**src/rtl/scan_pkg.sv**
```systemverilog
// Shared types and defaults for the scan test controller.
package scan_pkg;

    // Number of scan flops driven when the top is not overridden.
    localparam int CHAIN_LEN_DEFAULT = 5;

    // Sequencer states. Encodings are fixed so waveforms stay comparable
    // across revisions.
    typedef enum logic [2:0] {
        ST_IDLE      = 3'd0,
        ST_SHIFT_IN  = 3'd1,
        ST_CAPTURE   = 3'd2,
        ST_SHIFT_OUT = 3'd3,
        ST_DONE      = 3'd4
    } scan_state_t;

endpackage

```
**src/rtl/scan_bit_cnt.sv**
```systemverilog
// Loadable up-counter with a terminal-count flag. It saturates at TERMINAL
// instead of wrapping, so a state can never see the count roll over.
module scan_bit_cnt #(
    parameter int WIDTH    = 3,
    parameter int TERMINAL = 4
) (
    input  logic             i_clk,
    input  logic             i_rst_n,
    input  logic             i_load,
    input  logic [WIDTH-1:0] i_load_val,
    input  logic             i_en,
    output logic [WIDTH-1:0] o_count,
    output logic             o_tc
);

    logic [WIDTH-1:0] r_count;
    logic             w_tc;

    assign w_tc    = (r_count == WIDTH'(TERMINAL));
    assign o_count = r_count;
    assign o_tc    = w_tc;

    // Counter register: reset, then load, then saturating increment.
    always_ff @(posedge i_clk) begin
        if (!i_rst_n) begin
            r_count <= {WIDTH{1'b0}};
        end else if (i_load) begin
            r_count <= i_load_val;
        end else if (i_en && !w_tc) begin
            r_count <= r_count + WIDTH'(1'b1);
        end else begin
            r_count <= r_count;
        end
    end

endmodule

```
**src/rtl/scan_test_ctrl.sv**
```systemverilog
// Scan test sequencer: shifts a pattern into a scan chain MSB first,
// optionally pulses one capture cycle, unloads the chain and compares the
// unloaded response against the expected value.
module scan_test_ctrl
    import scan_pkg::*;
#(
    parameter int CHAIN_LEN = CHAIN_LEN_DEFAULT
) (
    input  logic                 CK,
    input  logic                 rst_n,
    input  logic                 start,
    input  logic                 capture_en,
    input  logic [CHAIN_LEN-1:0] pattern,
    input  logic [CHAIN_LEN-1:0] expected,
    input  logic                 scan_out,
    output logic                 scan_enable,
    output logic                 scan_in,
    output logic                 busy,
    output logic                 done,
    output logic                 pass,
    output logic [CHAIN_LEN-1:0] captured
);

    localparam int CW = $clog2(CHAIN_LEN + 1);

    scan_state_t          r_state;
    scan_state_t          w_state_next;
    logic [CHAIN_LEN-1:0] r_pattern;
    logic [CHAIN_LEN-1:0] r_expected;
    logic                 r_cap;
    logic [CHAIN_LEN-1:0] r_shreg;
    logic [CHAIN_LEN-1:0] w_shreg_next;
    logic [CHAIN_LEN-1:0] r_captured;
    logic                 r_pass;
    logic                 w_match;
    logic                 w_pat_bit;
    logic [CW-1:0]        w_count;
    logic                 w_tc;
    logic                 w_cnt_load;
    logic                 w_cnt_en;

    // The counter restarts from zero whenever the state changes and only
    // advances while bits are moving through the chain.
    assign w_cnt_load = (w_state_next != r_state);
    assign w_cnt_en   = (r_state == ST_SHIFT_IN) || (r_state == ST_SHIFT_OUT);

    scan_bit_cnt #(
        .WIDTH    (CW),
        .TERMINAL (CHAIN_LEN - 1)
    ) u_bit_cnt (
        .i_clk      (CK),
        .i_rst_n    (rst_n),
        .i_load     (w_cnt_load),
        .i_load_val ({CW{1'b0}}),
        .i_en       (w_cnt_en),
        .o_count    (w_count),
        .o_tc       (w_tc)
    );

    // Unload shift: the bit returned from the chain's last flop enters at
    // bit 0, so the first bit sampled ends up in the MSB.
    generate
        if (CHAIN_LEN == 1) begin : g_shreg_one
            assign w_shreg_next = scan_out;
        end else begin : g_shreg_many
            assign w_shreg_next = {r_shreg[CHAIN_LEN-2:0], scan_out};
        end
    endgenerate

    assign w_match = (r_shreg == r_expected);

    // Next-state logic of the sequencer.
    always_comb begin
        w_state_next = r_state;
        case (r_state)
            ST_IDLE: begin
                if (start) begin
                    w_state_next = ST_SHIFT_IN;
                end else begin
                    w_state_next = ST_IDLE;
                end
            end
            ST_SHIFT_IN: begin
                if (w_tc) begin
                    if (r_cap) begin
                        w_state_next = ST_CAPTURE;
                    end else begin
                        w_state_next = ST_SHIFT_OUT;
                    end
                end else begin
                    w_state_next = ST_SHIFT_IN;
                end
            end
            ST_CAPTURE:   w_state_next = ST_SHIFT_OUT;
            ST_SHIFT_OUT: begin
                if (w_tc) begin
                    w_state_next = ST_DONE;
                end else begin
                    w_state_next = ST_SHIFT_OUT;
                end
            end
            ST_DONE:      w_state_next = ST_IDLE;
            default:      w_state_next = ST_IDLE;
        endcase
    end

    // Pick the pattern bit for the current shift-in slot (MSB goes first).
    always_comb begin
        w_pat_bit = 1'b0;
        for (int i = 0; i < CHAIN_LEN; i++) begin
            if (w_count == CW'(CHAIN_LEN - 1 - i)) begin
                w_pat_bit = r_pattern[i];
            end else begin
                w_pat_bit = w_pat_bit;
            end
        end
    end

    // Chain controls and status decoded purely from registered state and
    // count; the DONE cycle presents the live unload result, afterwards the
    // held copy is shown.
    always_comb begin
        scan_enable = 1'b0;
        scan_in     = 1'b0;
        busy        = 1'b0;
        done        = 1'b0;
        captured    = r_captured;
        pass        = r_pass;
        case (r_state)
            ST_SHIFT_IN: begin
                scan_enable = 1'b1;
                scan_in     = w_pat_bit;
                busy        = 1'b1;
            end
            ST_CAPTURE: begin
                busy        = 1'b1;
            end
            ST_SHIFT_OUT: begin
                scan_enable = 1'b1;
                busy        = 1'b1;
            end
            ST_DONE: begin
                done        = 1'b1;
                captured    = r_shreg;
                pass        = w_match;
            end
            default: begin
                scan_enable = 1'b0;
            end
        endcase
    end

    // State register, request latching and unload shift register.
    always_ff @(posedge CK) begin
        if (!rst_n) begin
            r_state    <= ST_IDLE;
            r_pattern  <= {CHAIN_LEN{1'b0}};
            r_expected <= {CHAIN_LEN{1'b0}};
            r_cap      <= 1'b0;
            r_shreg    <= {CHAIN_LEN{1'b0}};
        end else begin
            r_state <= w_state_next;
            if ((r_state == ST_IDLE) && start) begin
                r_pattern  <= pattern;
                r_expected <= expected;
                r_cap      <= capture_en;
            end else begin
                r_pattern  <= r_pattern;
                r_expected <= r_expected;
                r_cap      <= r_cap;
            end
            if (r_state == ST_SHIFT_OUT) begin
                r_shreg <= w_shreg_next;
            end else begin
                r_shreg <= r_shreg;
            end
        end
    end

    // Hold the result of the last completed sequence until the next DONE.
    always_ff @(posedge CK) begin
        if (!rst_n) begin
            r_captured <= {CHAIN_LEN{1'b0}};
            r_pass     <= 1'b0;
        end else if (r_state == ST_DONE) begin
            r_captured <= r_shreg;
            r_pass     <= w_match;
        end else begin
            r_captured <= r_captured;
            r_pass     <= r_pass;
        end
    end

endmodule
```
**config.mk**
```make
export PLATFORM = sky130hd
export DESIGN_NAME = scan_test_ctrl
export DESIGN_NICKNAME = d
export VERILOG_FILES = /design/src/rtl/scan_pkg.sv /design/src/rtl/scan_bit_cnt.sv /design/src/rtl/scan_test_ctrl.sv
export SDC_FILE = /design/constraint.sdc
export NUM_CORES = 1
export LEC_CHECK = 0
export ABC_AREA = 1
export BUFFER_PORTS_ARGS = -buffer_cell sky130_fd_sc_hd__buf_2
export CORE_ASPECT_RATIO = 0.6
export CORE_UTILIZATION = 58
export CTS_CLUSTER_SIZE = 10
export DETAILED_ROUTE_END_ITERATION = 8
export PLACE_DENSITY = 0.86
export RECOVER_POWER = 100
export SETUP_SLACK_MARGIN = 0.1
export SLEW_MARGIN = 15
export SYNTH_ARGS = -nofsm -noshare
export SYNTH_HDL_FRONTEND = slang
export SYNTH_HIERARCHICAL = 1
export SYNTH_SLANG_ARGS = --single-unit
```
**constraint.sdc**
```tcl
create_clock -name CK -period 4.9 [get_ports CK]
set_input_delay 0 -clock CK [delete_from_list [all_inputs] [get_ports CK]]
set_output_delay 0 -clock CK [all_outputs]
set_load 0.01 [all_outputs]
```
==> reports/qor.txt, run 1 <==
# rows -> 13
CTS tree -> built
Number of failing setup endpoints in the final timing report -> 0
Sequential element share of the synthesized area -> 41.9%
Tightest Hold Check Type -> input port to flip-flop
Top-level port count -> 25
Area leader, netlist -> sky130_fd_sc_hd__dfxtp_1
Xor/xnor share of the synthesized area -> 0.655%
Post-layout total power -> 527 uW
Routability congestion estimate from global placement -> 0.870
Combinational cell fraction of total power -> 25.2%
Worst setup SP type -> flip-flop
Clock latency on the worst-skew pair -> 270 ps
Crit path max fanout -> 21
Highest clock frequency the design can meet -> 0.468 GHz
Maximum buffer depth of the clock tree -> 2
Initial DRC count -> 107
Vias post-DR -> 1289
CORE AREA -> 2160 um^2
MaxCap Viol Count -> 0
Synthesized area per cell -> 7.15 um^2
Most frequent cells in the layout -> sky130_fd_sc_hd__inv_1 (30), sky130_fd_sc_hd__dfxtp_1 (28), sky130_fd_sc_hd__nand2_1 (27), sky130_fd_sc_hd__nor2_1 (26), sky130_fd_sc_hd__o21ai_0 (24)
Final critical path time including I/O delays and setup -> 2140 ps
Quantity of hold-fixing buffers added after cts -> 5
Worst IR Drop VDD -> 0.202 mV
Number of global-route vias before repair -> 1081
Adder-Cell Fraction of Synth Area -> 1.87%
Post-route setup TNS -> 0 ps
Startpoint of the most critical setup path -> r_state[0]
Clock root cell -> sky130_fd_sc_hd__clkbuf_8
Pint -> 356 uW
Flop and latch count out of synthesis -> 28
Fraction of post-synthesis cell area in the top cell type by area -> 41.9%
Largest net degree at the start of global routing -> 22
Fin worst setup slack -> 2760 ps
DP Worst Slack -> 2900 ps
Termination of the worst setup path -> u_bit_cnt/o_count[1]
Number of optimization iterations in the first detailed-route pass -> 6
Routed vias/inst -> 5.20
First-pass GRT wire length -> 4710 um
Arrival time at the worst endpoint -> 2300 ps
Share of the synthesized area in compound gates (AO/OA/AOI/OAI) -> 16.5%
Buffer count from post-CTS setup fixing -> 0
CTS Buf Count -> 3
Floorplan die area -> 2510 um^2
Largest cells by area after synthesis -> sky130_fd_sc_hd__dfxtp_1 (42%), sky130_fd_sc_hd__o21ai_0 (8.6%), sky130_fd_sc_hd__inv_1 (7.9%)
Number of cells upsized or downsized after cts -> 0
Fraction of the mapped netlist area in simple logic gates -> 28.4%
Startpoint-to-endpoint class of the critical path -> flip-flop to flip-flop
Global-route usage over all layers -> 25.7%
Final Cycle Share -> 43.6%
Count of placed standard cells including taps -> 240
Number of pins with negative max-slew slack in the final report -> 0
Number of warning messages in the yosys log -> 6
Fraction of power consumed by the clock network -> 23.4%
Antenna diode instance count -> 0
H-tree depth -> 1
Slew at the pin with the worst max-slew slack -> 698 ps
Share of total power in sequential cells -> 51.4%
Power dissipated by switching net loads -> 171 uW
Nature of the critical path endpoint -> flip-flop
Layout overhead on the synthesized area -> 14.2%
Post-synthesis mux area share -> 0%
Detailed-route wire length -> 2960 um
Most common library cell in the layout ignoring fill and taps -> sky130_fd_sc_hd__inv_1
Critical path data required time -> 5070 ps
Die outline width -> 64.0 um
Total leakage power -> 0.000739 uW
Switching portion of total power -> 32.5%
Effective utilization at floorplan -> 61.8%
Finished Layout Cells -> 248
Outcome -> complete, no violations
Capture point of the worst reg-to-reg path -> u_bit_cnt/o_count[1]
Final number of hold-violating endpoints -> 0
HPWL reported at the end of detailed placement -> 2110 um
Worst-case register-to-register setup slack -> 2760 ps
Number of nets with antenna violations after detailed routing -> 0
Port Buf Inserts -> 24
Routed wire length per instance -> 11.9 um
DRC Markers -> 0
Height of the die -> 39.2 um
Core utilization of the finished layout -> 70.6%
Number of antenna violations at the first check in global routing -> 0
Synthesized netlist cell count -> 187
Net total in the final layout -> 237
Unrepaired setup endpoints after global routing -> false
Power Density -> 345 nW/um^2
Number of clock sinks seen by CTS -> 28
CTS clock-pin slew for the worst setup and hold paths -> 90 ps
Worst clock skew -> 5.05 ps
Reg2Reg Launch Point -> r_state[0]
Layout cells sized above 1 -> 11.0%
Netlist area before placement -> 1340 um^2
Relative slew slack -> 53.4%
Main combinational cell family by area after synthesis -> simple AND/OR/NAND/NOR gates
Distinct cell type count of the synthesized netlist -> 27
Worst Reg-to-Reg Cells -> 8
Residual overflow from global routing -> 0
==> layout make-up <==
cell class,instances,area (um^2)
inverter,31,116
sequential,28,561
tap,30,37.5
fill,193,637
multi-input combinational,127,611
clock buffer,3,41.3
timing repair buffer,29,160
==> power by group through the flow <==
| stage | combinational (uW) | clock, uW | sequential [uW] |
|---|---|---|---|
| 6_report | 133 | 123 | 271 |
| 5_1_grt | 152 | 136 | 273 |
| 4_1_cts | 138 | 124 | 271 |
| 3_5_place_dp | 133 | 0 | 276 |
| 3_3_place_gp | 125 | 0 | 275 |
| 2_1_floorplan | 105 | 0 | 271 |
==> logic make-up after synthesis <==
group	Yosys count
simple gates	78
other cells	1
xor+xnor	1
compound gates	43
fa+ha+maj	2
buf+inv	34
flops	28
==> critical path: stages, from the launching register on <==
cell and delay (ps):
sky130_fd_sc_hd__dfxtp_1 360, sky130_fd_sc_hd__nor2_1 180, sky130_fd_sc_hd__nand3_1 530, sky130_fd_sc_hd__nand4_1 290, sky130_fd_sc_hd__nand3_1 110, sky130_fd_sc_hd__inv_1 170, sky130_fd_sc_hd__nand2_2 90, sky130_fd_sc_hd__o21ai_0 220
sky130_fd_sc_hd__a21oi_1 70
==> metrics by stage <==
step	hold slack, ps	area (um^2)
2_1_floorplan	122	1340
3_3_place_gp	241	1480
3_5_place_dp	246	1480
4_1_cts	10.9	1570
5_1_grt	38.7	1530
6_report	11.0	1530
==> flip-flops by register name (all words and copies together), names as in the netlist <==
| register | flops |
|---|---|
| r_state | 3 |
| u_bit_cnt/o_count | 3 |
| r_cap | 1 |
| r_captured | 5 |
| r_pattern | 5 |
| r_expected | 5 |
| r_shreg | 5 |
| r_pass | 1 |
==> routing by layer <==
metal,wire [um],up-vias,GRT usage [%]
met5,0,-,0
met4,72,0,12.5
met3,197,11,4.71
met2,1350,55,45.2
met1,1340,568,31.3
li1,-,655,-
==> how the worst min path moves through the flow <==
stage           startpoint                    to  slack, ps  cells after the start
2_1_floorplan        rst_n  u_bit_cnt/o_count[2]        120                      2
3_3_place_gp    pattern[0]          r_pattern[0]        240                      3
3_5_place_dp    pattern[0]          r_pattern[0]        250                      3
4_1_cts           scan_out            r_shreg[0]         10                      3
5_1_grt        expected[2]         r_expected[2]         40                      3
6_report          scan_out            r_shreg[0]         10                      3
==> Yosys cell counts (all sizes together) <==
cell / count
nor4: 1
a21oi: 17
nand4: 1
conb: 1
nand3: 13
buf: 2
or2: 8
a31oi: 1
inv: 30
dfxtp: 28
o21ai: 25
clkinv: 1
clkbuf: 1
nor2: 26
xor2: 1
nand2: 29
ha: 2
Note: power is estimated with default switching activity, not from simulation.
==> run 2, diff against run 1 <==
CORE_UTILIZATION = 48   (was 58)
PLACE_DENSITY = 0.76   (was 0.86)
clock period = 1.9 ns   (was 4.9 ns; I/O delays follow)
==> run 2 against run 1 <==
Compared with the run above:
- maximum frequency up 25%
- setup slack lost 2600 ps
- design area is 12% higher
- global-route usage is 3.5 points lower
- via count is 1.0% higher
- cell count increased by 7.3%
- clock power grew to 3.8 times the previous value
- total power increased to 3.1 times the previous value
- clock-buffer cell count is the same
- first-iteration DRC count up 0.93%
- critical path type unchanged
- highest routed layer unchanged
==> reports/qor.txt, run 2 (synthesized netlist as in run 1, its figures left out) <==
Worst Hold Endpoint -> r_expected[1]
CTS Buf Count -> 3
Net total in the final layout -> 252
H-tree depth -> 1
HPWL reported at the end of detailed placement -> 2040 um
Crit path max fanout -> 4
Highest clock frequency the design can meet -> 0.583 GHz
Unrepaired setup endpoints after global routing -> true
Largest net degree at the start of global routing -> 21
Floorplan die area -> 3010 um^2
Tightest Hold Check Type -> input port to flip-flop
Largest delay share family, worst path -> simple AND/OR/NAND/NOR gates
Area taken by flip-flops and latches -> 562 um^2
Final Cycle Share -> 90.2%
Cells on Worst Hold Path -> 3
Height of the die -> 42.9 um
Critical path's slowest cell -> sky130_fd_sc_hd__dfxtp_2
Worst IR Drop VDD -> 0.516 mV
Worst-case register-to-register setup slack -> 190 ps
DP Worst Slack -> 84.7 ps
Final number of hold-violating endpoints -> 0
Number of global-route vias before repair -> 1130
Effective utilization at floorplan -> 51.9%
Worst Reg-to-Reg Cells -> 12
Number of optimization iterations in the first detailed-route pass -> 5
Number of pins with negative max-slew slack in the final report -> 0
Post-route setup TNS -> 0 ps
First-pass GRT wire length -> 5250 um
Layout overhead on the synthesized area -> 28.3%
Number of nets with antenna violations after detailed routing -> 0
Outcome -> complete, no violations
MaxCap Viol Count -> 0
Critical path data required time -> 2070 ps
Clock root cell -> sky130_fd_sc_hd__clkbuf_8
Most frequent cells in the layout -> sky130_fd_sc_hd__inv_1 (28), sky130_fd_sc_hd__dfxtp_1 (27), sky130_fd_sc_hd__nor2_1 (26), sky130_fd_sc_hd__nand2_1 (24), sky130_fd_sc_hd__o21ai_0 (21)
CTS clock-pin slew for the worst setup and hold paths -> 100 ps
# rows -> 14
Routability congestion estimate from global placement -> 0.813
Clock latency on the worst-skew pair -> 270 ps
Reg2Reg Launch Point -> u_bit_cnt/o_count[0]
Port Buf Inserts -> 24
Capture point of the worst reg-to-reg path -> u_bit_cnt/o_count[1]
Area of the multi-input gates -> 651 um^2
Top-level port count -> 25
Global-route usage over all layers -> 22.2%
Maximum buffer depth of the clock tree -> 2
DRC Markers -> 0
Arrival time at the worst endpoint -> 1890 ps
Initial DRC count -> 108
Nature of the critical path endpoint -> flip-flop
CORE AREA -> 2570 um^2
Startpoint of the lowest-slack hold path -> expected[1]
Detailed-route wire length -> 3210 um
Total leakage power -> 0.000837 uW
Fill cell total of the finished layout -> 231
Worst clock skew -> 4.46 ps
Number of failing setup endpoints in the final timing report -> 0
Routed vias/inst -> 4.89
Series of cell instances along the critical path -> inv_1, ha_2, nand2_2, inv_2, nand2_1, nand3_2, nand3_1, o21ai_1, nand3_1, or2_2, o21ai_2, a21oi_1
Layout cells sized above 1 -> 19.7%
Number of antenna violations at the first check in global routing -> 0
Antenna diode instance count -> 0
Routed wire length per instance -> 12.0 um
Bufs and invs on worst path -> 2
Startpoint-to-endpoint class of the critical path -> flip-flop to flip-flop
Largest stage delay on the critical path -> 330 ps
Worst setup SP type -> flip-flop
Most Frequent Cell on Critical Path -> sky130_fd_sc_hd__nand3_1
Power Density -> 949 nW/um^2
Number of clock sinks seen by CTS -> 28
Most common library cell in the layout ignoring fill and taps -> sky130_fd_sc_hd__inv_1
Fin worst setup slack -> 186 ps
Final critical path time including I/O delays and setup -> 1710 ps
CTS tree -> built
Die outline width -> 70.1 um
Residual overflow from global routing -> 0
Post-layout total power -> 1630 uW
Vias post-DR -> 1302
## run 2: changes by cell type in the layout (fill, tap and decap cells not counted), moves of 2 or more
cell and change:
sky130_fd_sc_hd__dlygate4sd3_1 +3, sky130_fd_sc_hd__o21ai_0 -3, sky130_fd_sc_hd__inv_1 -2, sky130_fd_sc_hd__nand2_4 +2
sky130_fd_sc_hd__inv_2 +2, sky130_fd_sc_hd__o21ai_2 +2, sky130_fd_sc_hd__nand2_1 -3, sky130_fd_sc_hd__buf_4 +10
## run 2: area by class of cell
type                       count  share of cell area, %
tap                           32                   2.34
clock buffer                   3                   2.41
sequential                    28                   32.8
inverter                      31                   6.79
multi-input combinational    127                   38.0
clock inverter                 1                   1.75
timing repair buffer          44                   16.0
## run 2: where the power goes
group          internal, uW  switching, uW
clock network           282            188
logic                   211            269
registers               642           35.2
total                  1140            491
## run 2: worst register-to-register path: stages, from the launching register on
cell and delay (ps):
sky130_fd_sc_hd__dfxtp_2 330, sky130_fd_sc_hd__inv_1 50, sky130_fd_sc_hd__ha_2 170, sky130_fd_sc_hd__nand2_2 60, sky130_fd_sc_hd__inv_2 100, sky130_fd_sc_hd__nand2_1 90, sky130_fd_sc_hd__nand3_2 90, sky130_fd_sc_hd__nand3_1 70
sky130_fd_sc_hd__o21ai_1 90, sky130_fd_sc_hd__nand3_1 130, sky130_fd_sc_hd__or2_2 300, sky130_fd_sc_hd__o21ai_2 60, sky130_fd_sc_hd__a21oi_1 70
## run 2: per-layer routing
metal  vias to the layer above  GRT usage (%)  share of wire, %
li1                        684              -                 -
met1                       576           32.0                52
met2                        40           33.3                42
met3                         2           6.18               5.2
met4                         0           4.80              0.50
met5                         -              0                 0
## run 2: through the flow
step	utilization [%]	instance area (um^2)	hold WS, ps	instances
CTS	64.8	1670	6.54	258
floorplan	-	1340	122	189
detailed placement	59.0	1520	249	247
global placement	59.0	1520	255	247
finish	66.6	1710	3.41	266
global route	66.6	1710	33.1	266
## run 2: repair_timing
item	4_1_cts	5_1_grt
buffers inserted	0	7
hold buffers	7	1
gates resized for setup	3	9
endpoints found under the hold margin	7	1
endpoints found under the setup margin	2	3
pin swaps	0	4
## run 2: worst max path at each step
| stage | from | endpoint | cells after the start |
|---|---|---|---|
| floorplan | u_bit_cnt/o_count[0] | u_bit_cnt/o_count[2] | 13 |
| global placement | u_bit_cnt/o_count[0] | u_bit_cnt/o_count[2] | 13 |
| CTS | u_bit_cnt/o_count[0] | u_bit_cnt/o_count[2] | 13 |
| detailed placement | u_bit_cnt/o_count[0] | u_bit_cnt/o_count[2] | 13 |
| finish | u_bit_cnt/o_count[0] | u_bit_cnt/o_count[1] | 12 |
| global route | u_bit_cnt/o_count[0] | u_bit_cnt/o_count[2] | 13 |
